[src/rtl/skew_tile_sequencer.sv]
// Sequences one systolic-array tile: preload N B rows, stream k_len A rows
// with MAC, flush the skew pipes, then issue per-tile accumulator commands
// aligned with deskewed results leaving the array.
//
// Ports:
//   clk, rst          clock, synchronous active-high reset
//   start, start_ready tile request / accept window (high only in IDLE)
//   clear_accum, k_len tile parameters captured with start
//   a_valid, a_rd     A-operand buffer handshake (pop only with valid)
//   b_valid, b_rd     B-operand buffer handshake (pop only with valid)
//   command_a/_b      PE commands to the A/B input-skew blocks
//   accum_command     accumulator command to the output-deskew block
//   busy, done        activity flag and one-cycle completion pulse
//   stall_count       saturating count of operand-starved cycles this tile
//
// Every output is a register updated on the edge where the FSM evaluates its
// current state, so output cycle n shows the action taken at edge n.
module skew_tile_sequencer #(
    parameter int unsigned ARRAY_DIMENSION     = 8,
    parameter int unsigned PE_COMMAND_WIDTH    = 2,
    parameter int unsigned ACCUM_COMMAND_WIDTH = 2,
    parameter int unsigned K_WIDTH             = 16,
    parameter int unsigned DRAIN_CYCLES        = 2 * ARRAY_DIMENSION + 1
) (
    input  logic                           clk,
    input  logic                           rst,
    input  logic                           start,
    input  logic                           clear_accum,
    input  logic [K_WIDTH-1:0]             k_len,
    output logic                           start_ready,
    input  logic                           a_valid,
    output logic                           a_rd,
    input  logic                           b_valid,
    output logic                           b_rd,
    output logic [PE_COMMAND_WIDTH-1:0]    command_a,
    output logic [PE_COMMAND_WIDTH-1:0]    command_b,
    output logic [ACCUM_COMMAND_WIDTH-1:0] accum_command,
    output logic                           busy,
    output logic                           done,
    output logic [31:0]                    stall_count
);

    // One shared phase counter, wide enough for N, DRAIN_CYCLES and k_len.
    localparam int unsigned LOAD_W  = $clog2(ARRAY_DIMENSION + 1);
    localparam int unsigned DRAIN_W = $clog2(DRAIN_CYCLES + 1);
    localparam int unsigned PHASE_W = (LOAD_W > DRAIN_W) ? LOAD_W : DRAIN_W;
    localparam int unsigned CNT_W   = (K_WIDTH > PHASE_W) ? K_WIDTH : PHASE_W;

    localparam logic [CNT_W-1:0] LOAD_LAST  = CNT_W'(ARRAY_DIMENSION - 1);
    localparam logic [CNT_W-1:0] DRAIN_LAST = CNT_W'(DRAIN_CYCLES - 1);
    localparam logic [CNT_W-1:0] ACC_FIRST  = CNT_W'(DRAIN_CYCLES - ARRAY_DIMENSION);

    localparam logic [PE_COMMAND_WIDTH-1:0] PE_NOP    = PE_COMMAND_WIDTH'(0);
    localparam logic [PE_COMMAND_WIDTH-1:0] PE_LOAD_B = PE_COMMAND_WIDTH'(1);
    localparam logic [PE_COMMAND_WIDTH-1:0] PE_MAC    = PE_COMMAND_WIDTH'(2);
    localparam logic [PE_COMMAND_WIDTH-1:0] PE_DRAIN  = PE_COMMAND_WIDTH'(3);

    localparam logic [ACCUM_COMMAND_WIDTH-1:0] ACC_NOP  = ACCUM_COMMAND_WIDTH'(0);
    localparam logic [ACCUM_COMMAND_WIDTH-1:0] ACC_INIT = ACCUM_COMMAND_WIDTH'(1);
    localparam logic [ACCUM_COMMAND_WIDTH-1:0] ACC_ADD  = ACCUM_COMMAND_WIDTH'(2);

    typedef enum logic [2:0] {
        S_IDLE,
        S_LOAD,
        S_STREAM,
        S_DRAIN,
        S_DONE
    } state_t;

    state_t             state;
    logic [CNT_W-1:0]   cnt;
    logic [K_WIDTH-1:0] k_len_q;
    logic               clear_q;
    logic [K_WIDTH-1:0] k_last;

    // Index of the final A row; only consulted in STREAM, where k_len_q != 0,
    // so the counter never has to reach k_len itself (no wrap at max k_len).
    assign k_last = k_len_q - K_WIDTH'(1);

    // Tile FSM with registered commands/handshakes.
    always_ff @(posedge clk) begin
        if (rst) begin
            state         <= S_IDLE;
            cnt           <= '0;
            k_len_q       <= '0;
            clear_q       <= 1'b0;
            start_ready   <= 1'b1;
            busy          <= 1'b0;
            done          <= 1'b0;
            a_rd          <= 1'b0;
            b_rd          <= 1'b0;
            command_a     <= PE_NOP;
            command_b     <= PE_NOP;
            accum_command <= ACC_NOP;
            stall_count   <= '0;
        end else begin
            start_ready   <= 1'b0;
            busy          <= 1'b1;
            done          <= 1'b0;
            a_rd          <= 1'b0;
            b_rd          <= 1'b0;
            command_a     <= PE_NOP;
            command_b     <= PE_NOP;
            accum_command <= ACC_NOP;

            case (state)
                S_IDLE: begin
                    start_ready <= 1'b1;
                    busy        <= 1'b0;
                    if (start) begin
                        k_len_q     <= k_len;
                        clear_q     <= clear_accum;
                        stall_count <= '0;
                        cnt         <= '0;
                        state       <= S_LOAD;
                    end
                end

                S_LOAD: begin
                    if (b_valid) begin
                        command_b <= PE_LOAD_B;
                        b_rd      <= 1'b1;
                        if (cnt == LOAD_LAST) begin
                            cnt   <= '0;
                            state <= (k_len_q != '0) ? S_STREAM : S_DRAIN;
                        end else begin
                            cnt <= cnt + CNT_W'(1);
                        end
                    end else if (stall_count != '1) begin
                        stall_count <= stall_count + 32'd1;
                    end
                end

                S_STREAM: begin
                    if (a_valid) begin
                        command_a <= PE_MAC;
                        a_rd      <= 1'b1;
                        if (cnt == CNT_W'(k_last)) begin
                            cnt   <= '0;
                            state <= S_DRAIN;
                        end else begin
                            cnt <= cnt + CNT_W'(1);
                        end
                    end else if (stall_count != '1) begin
                        stall_count <= stall_count + 32'd1;
                    end
                end

                S_DRAIN: begin
                    if (cnt == '0) begin
                        command_a <= PE_DRAIN;
                        command_b <= PE_DRAIN;
                    end
                    // Last N drain cycles line up with deskewed result rows.
                    if (cnt >= ACC_FIRST) begin
                        accum_command <= clear_q ? ACC_INIT : ACC_ADD;
                    end
                    if (cnt == DRAIN_LAST) begin
                        cnt   <= '0;
                        state <= S_DONE;
                    end else begin
                        cnt <= cnt + CNT_W'(1);
                    end
                end

                S_DONE: begin
                    done  <= 1'b1;
                    state <= S_IDLE;
                end

                default: begin
                    state <= S_IDLE;
                end
            endcase
        end
    end

endmodule
[config.mk]
export PLATFORM = sky130hd
export DESIGN_NAME = skew_tile_sequencer
export DESIGN_NICKNAME = d
export VERILOG_FILES = /design/src/rtl/skew_tile_sequencer.sv
export SDC_FILE = /design/constraint.sdc
export NUM_CORES = 1
export LEC_CHECK = 0
export CORE_MARGIN = 10
export CORE_UTILIZATION = 40
export DETAILED_ROUTE_END_ITERATION = 8
export GPL_TIMING_DRIVEN = 0
export PLACE_DENSITY_LB_ADDON = 0.08
export SLEW_MARGIN = 25
export SYNTH_ARGS = -nofsm -noshare
export SYNTH_HDL_FRONTEND = slang
export SYNTH_SLANG_ARGS = --single-unit
[constraint.sdc]
create_clock -name clk -period 2.6 [get_ports clk]
set_input_delay 0.26 -clock clk [delete_from_list [all_inputs] [get_ports clk]]
set_output_delay 0.26 -clock clk [all_outputs]
set_load 0.005 [all_outputs]
==> out/qor.csv, run 1 <==
stage,metric,value,unit
routing,met3WireLength,615,um
routing,drt_wl_total,11130,um
routing,m1WireLength,5423,um
clocking,cts_buffer_depth,2,
routing,dr_wl_met2,4983,um
routing,vias,3939,
clocking,cts-root-buf,clkbuf_8,
min_path,hold_start,k_len[11],
worst_setup_path,cp_slowest_cell,or4_4,
floorplanning,io_pins,65,
worst_setup_path,crit_path_frequent_cell,buf_6,
global_route,grt_pass1_vias,3719,
floorplanning,core_area,10280,sq um
pwr,p_leak,1.909,nW
final_layout,n_antenna_cell,0,
run_status,violations,setup timing,
floorplanning,dieArea,14940,sq um
global_route,antenna_found_initial,0,
final_layout,finalInstanceArea,5460,sq um
final_layout,seqCellArea,1600,sq um
timing,clock_skew,9.453,ps
yosys,synth_edf_count,0,
worst_setup_path,cp_max_fo,5,
timing,fin_crit_sh,1.025,
floorplanning,rows,37,
timing,fin_hold_ws,434.8,ps
worst_setup_path,startpoint,k_len_q[2]$_SDFFE_PP0P_,
floorplanning,die_x,122.2,um
clocking,clock_sinks,79,
final_layout,multi_input_area,2565,sq um
routing,top_layer,met4,
worst_setup_path,crit_type,reg2reg,
yosys,synth_ff_type,dfxtp_1,
worst_setup_path,critPathRequiredTime,2850,ps
place,port_buffers,64,
timing,finalHoldViolCount,0,
final_layout,nets,626,
worst_setup_path,max_stage_delay,450,ps
global_route,grt_max_degree,13,
worst_setup_path,critPathBufInv,2,
global_route,track_usage,0.1495,
yosys,yosysTopAreaCell,dfxtp_1,
global_route,grt_pass1_wl,18290,um
worst_setup_path,path_cells,"or3_4, or4_4, a2111oi_4, nand4_1, o31ai_4, buf_6, buf_6, a21oi_2, a221o_1",
place,place_congestion,0.8261,
worst_setup_path,crit_family,simple AND/OR/NAND/NOR gates,
yosys,synthArstFlopShare,0,
clocking,clk_latency,360,ps
routing,drc,0,
yosys,synth_area,4182,sq um
clocking,cts_max_level,3,
clocking,cts_tree,done,
routing,viasPerCell,5.323,
place,dp.cells,717,
worst_setup_path,critPathCaptureType,register,
final_layout,fin_cells,740,
run,drv_cap,0,
routing,ant_nets,0,
timing,rsz0062_at_grt,true,
clocking,clk_pin_slew_worst_paths,80,ps
run_status,status,"finished, violations left",
routing,drt_pass1_iterations,4,
worst_setup_path,cp-start-kind,register,
yosys,synth_most_common_cell,dfxtp_1,
yosys,synth_fp_nets,544,
yosys,ys_seq_elements,79,
yosys,yosysWarnings,0,
yosys,synth_top_area_frac,0.3782,
place,dpl.hpwl,8188,um
clocking,cts_buffers,9,
final_layout,drive_above_1_share,0.1159,
place,placed_area,5026,sq um
pwr,peakVddDrop,0.3353,mV
worst_setup_path,reg2reg_from,k_len_q[2]$_SDFFE_PP0P_,
timing,tightest_slew,580.5,ps
timing,setup_slack,-65.36,ps
pwr,power_per_cell_area,668.2,nW/um^2
floorplanning,start_util,0.4069,
final_layout,fin_util,0.5313,
yosys,synth_common_cells,"dfxtp_1 (79), nand2_1 (73), nor2_1 (48)",
routing,drtIter0Drc,198,
routing,wl_per_cell,15.04,um
yosys,synth.area.top_cells,"dfxtp_1 (38%), nand2_1 (6.6%), xnor2_1 (5.9%)",
timing,min_period,2665,ps
floorplanning,die_y,122.2,um
timing,drv_slew,0,
worst_setup_path,crit_arrival,2920,ps
final_layout,synthToLayoutAreaGrowth,30.58,%
timing,finalSetupViolations,10,
yosys,netlist_instances,517,
timing,fmaxAchievable,0.3752,GHz
timing,relSlewSlack,0.6100,
yosys,avgSynthCellArea,8.088,sq um
global_route,grt-ovfl-total,0,
yosys,seq_area_frac_synth,0.3782,
yosys,ys_types,56,
final_layout,fillerInstances,1026,
min_path,min_path_type,in2reg,
worst min-delay path, stage by stage:
cell and delay (ps):
clkdlybuf4s50_1 390, nand2_1 50, a21oi_1 50
what timing repair did:
action	4_1_cts	5_1_grt
setup buffers	4	6
cloned	1	0
pin swaps	12	7
setup endpoints to repair	23	38
gates resized for setup	17	18
hold buffers	0	0
cell type report:
type                       instances  share of cell area
multi-input combinational        396              0.4698
sequential                        79              0.2931
timing repair buffer              75              0.1338
tap                              136             0.03116
clock buffer                      13             0.02727
buffer                            24             0.01879
clock inverter                     3             0.01650
inverter                          14            0.009624
per-stage QoR:
stage | total power [W] | worst slack [ps] | TNS (ps)
after global routing | 0.003868 | -157.1 | -1523
after detailed placement | 0.002470 | -257.1 | -3925
after CTS | 0.003628 | -69.16 | -429.1
final | 0.003648 | -65.36 | -378.7
after floorplan | 0.002170 | 25.19 | 0
after global placement | 0.002455 | -234.5 | -3471
metal layers:
layer / vias up / global-route usage
li1: 2013 / -
met1: 1857 / 0.2021
met2: 61 / 0.2244
met3: 8 / 0.04454
met4: 0 / 0.04639
met5: - / 0
cells in the final DEF (no fill, tap or decap), types with 5 or more instances in the layout:
cell type,instances
dfxtp_2,6
xor2_1,19
dfxtp_1,70
buf_4,10
nand2b_1,7
a211oi_1,5
a31oi_1,5
nand4_1,17
a21o_1,6
nand2_1,71
and4_1,8
xnor2_1,28
nor3_1,16
a21oi_1,27
inv_1,14
and3_1,10
clkbuf_1,24
nand3_1,13
nor4_1,7
or3_1,13
clkbuf_8,10
clkdlybuf4s50_1,64
o21ai_0,14
nor2_1,48
a221o_1,7
or2_2,5
a21oi_2,6
final timing paths:
check / to / cells after the start / slack, ps
worst max-delay path: cnt[6]$_SDFFE_PP0P_ / 9 / -70
worst min-delay path: k_len_q[11]$_SDFFE_PP0P_ / 3 / 430
worst max register to register: cnt[6]$_SDFFE_PP0P_ / 9 / -70
worst min register to register: k_len_q[3]$_SDFFE_PP0P_ / 2 / 510
cell families after synthesis:
group | after synthesis | share of synthesized area
AND/OR/NAND/NOR | 243 | 0.2935
AO/OA/AOI/OAI | 100 | 0.1721
flip-flops | 79 | 0.3782
XOR/XNOR | 47 | 0.09845
buffers and inverters | 42 | 0.04039
adder cells (fa/ha/maj) | 5 | 0.01496
multiplexers | 1 | 0.002394
where the power goes:
group | total, W | leakage (nW) | internal [W] | switching [W]
logic | 0.00111 | 1.15 | 0.000466 | 0.000641
clock network | 0.00111 | 0.118 | 0.000666 | 0.000442
registers | 0.00143 | 0.645 | 0.00131 | 0.000122
total | 0.00365 | 1.91 | 0.00244 | 0.00121
registers in the layout (all words and copies together) (netlist names):
signal,flops
stall_count,32
cnt,16
k_len_q,16
state,3
accum_command,2
command_a,2
command_b,2
a_rd,1
b_rd,1
busy,1
clear_q,1
done,1
start_ready,1
(Power assumes the default switching activity.)
==> inputs of run 2 (changes only) <==
--- a/config.mk
+++ b/config.mk
@@ -5,8 +5,9 @@
 export SDC_FILE = /design/constraint.sdc
 export NUM_CORES = 1
 export LEC_CHECK = 0
-export CORE_MARGIN = 10
-export CORE_UTILIZATION = 40
+export CELL_PAD_IN_SITES_DETAIL_PLACEMENT = 1
+export CELL_PAD_IN_SITES_GLOBAL_PLACEMENT = 2
+export CORE_UTILIZATION = 29
 export DETAILED_ROUTE_END_ITERATION = 8
 export GPL_TIMING_DRIVEN = 0
 export PLACE_DENSITY_LB_ADDON = 0.08
==> run 2 against run 1 <==
The run still ends with setup timing left. Setup slack got worse by 43 ps. Hold slack improved by 19 ps. Clock power increased by 7%. Via count increased by 0.86%. Sequential cell count unchanged. Sequential share of layout area decreased by 0.57 points. Cell area increased by 2.1%. Largest power group unchanged. Highest routed layer unchanged.
==> out/qor.csv, run 2 (synthesis gave the netlist of run 1 again) <==
stage,metric,value,unit
routing,met3WireLength,387,um
global_route,track_usage,0.1774,
final_layout,largest_reg_flops,32,
final_layout,drive_above_1_share,0.1213,
timing,finalHoldViolCount,0,
worst_setup_path,critPathCaptureType,register,
global_route,grt-ovfl-total,0,
worst_setup_path,crit_type,reg2reg,
final_layout,layout_common_cells,"nand2_1 (71), dfxtp_1 (71), clkdlybuf4s50_1 (64), nor2_1 (48), xnor2_1 (28)",
final_layout,synthToLayoutAreaGrowth,33.27,%
routing,wl_per_cell,15.98,um
final_layout,nets,626,
place,dpl.hpwl,9293,um
final_layout,top_register,stall_count,
floorplanning,die_y,122.1,um
timing,rsz0062_at_grt,true,
floorplanning,io_pins,65,
place,placed_area,5081,sq um
timing,tightest_slew,597.2,ps
clocking,cts-root-buf,clkbuf_16,
worst_setup_path,cp-start-kind,register,
timing,fin_crit_sh,1.042,
routing,drc,0,
clocking,ctsHoldBuffers,0,
routing,viasPerCell,5.081,
worst_setup_path,cp_max_fo,5,
routing,dr_wl_met2,5442,um
pwr,p_total,0.003773,W
clocking,cts_tree,done,
global_route,grt_pass1_vias,3960,
pwr,p_leak,1.957,nW
place,port_buffers,64,
pwr,power_per_cell_area,677.0,nW/um^2
final_layout,top_regs,"stall_count (32), cnt (16), k_len_q (16)",
worst_setup_path,crit_arrival,2940,ps
routing,m1WireLength,6481,um
run_status,violations,setup timing,
floorplanning,rows,43,
clocking,clock_sinks,79,
run,drv_cap,0,
timing,min_period,2709,ps
place,place_congestion,0.7485,
timing,drv_slew,0,
global_route,grt_max_degree,13,
global_route,antenna_found_initial,0,
floorplanning,core_area,13990,sq um
routing,vias,3973,
clocking,cts_buffers,9,
clocking,cts_max_level,3,
worst_setup_path,startpoint,k_len_q[2]$_SDFFE_PP0P_,
run_status,status,"finished, violations left",
routing,drt_wl_total,12490,um
global_route,grt_pass1_wl,20330,um
min_path,min_path_type,in2reg,
timing,clock_skew,3.983,ps
final_layout,n_antenna_cell,0,
floorplanning,dieArea,14900,sq um
timing,fmaxAchievable,0.3692,GHz
routing,top_layer,met4,
clocking,clk_latency,340,ps
min_path,hold_start,k_len[10],
place,place_worst_setup_slack,-365.7,ps
timing,setup_slack,-108.7,ps
worst_setup_path,critPathRequiredTime,2830,ps
routing,drt_pass1_iterations,4,
clocking,clk_pin_slew_worst_paths,60,ps
routing,ant_nets,0,
timing,relSlewSlack,0.5988,
timing,finalSetupViolations,8,
worst_setup_path,reg2reg_from,k_len_q[2]$_SDFFE_PP0P_,
clocking,cts_buffer_depth,2,
routing,drtIter0Drc,142,
pwr,peakVddDrop,0.4504,mV
final_layout,finalInstanceArea,5573,sq um
floorplanning,die_x,122.1,um
floorplanning,start_util,0.2989,
-- run 2: area by class of cell --
type                            instances  area, sq um
Fill cell                            1671         8416
Multi-Input combinational cell        397         2599
Sequential cell                        79         1602
Timing Repair Buffer                   74        719.4
Clock buffer                           11        252.7
Tap cell                              180        225.2
Buffer                                 24        102.6
Inverter                               14        52.55
Clock inverter                          3        20.02
-- run 2: final timing paths --
kind | to | slack [ps] | cells after the start
setup reg to reg | cnt[11]$_SDFFE_PP0P_ | -110 | 8
setup / recovery | cnt[11]$_SDFFE_PP0P_ | -110 | 8
hold / removal | k_len_q[10]$_SDFFE_PP0P_ | 450 | 3
hold reg to reg | k_len_q[3]$_SDFFE_PP0P_ | 500 | 2
-- run 2: per-layer routing --
metal	vias up	track usage
li1	2007	-
met1	1897	0.2422
met2	55	0.2722
met3	14	0.03792
met4	0	0.06631
met5	-	0
-- run 2: report_power, final --
| part | internal, W | total, W | switching [W] |
|---|---|---|---|
| Sequential | 0.00131 | 0.00143 | 0.000124 |
| Clock | 0.000686 | 0.00119 | 0.000502 |
| Combinational | 0.000475 | 0.00115 | 0.000675 |
| Total | 0.00247 | 0.00377 | 0.00130 |
-- run 2: what timing repair did --
item | CTS | global route
cloned | 1 | 1
buffers inserted | 5 | 4
endpoints found under the setup margin | 33 | 36
resized for setup | 23 | 17
pin swaps | 6 | 7
-- run 2: worst max-delay path, cell delays in order, from the launching register on --
cell and delay [ps]:
dfxtp_4 350, or3_4 390, or4_4 450, a2111oi_4 300
nand4_1 200, o31ai_4 350, buf_6 190, nand2_8 70
a221o_1 310
-- run 2: through the flow --
step | cells | utilization | setup TNS [ps] | hold WS (ps)
CTS | 778 | 0.3920 | -775.2 | 445.9
global placement | 761 | 0.3632 | -5616 | 478.9
global route | 782 | 0.3984 | -2166 | 473.2
finish | 782 | 0.3984 | -590.1 | 454.2
floorplan | 517 | - | 0 | 396.0
detailed placement | 761 | 0.3632 | -7141 | 496.6
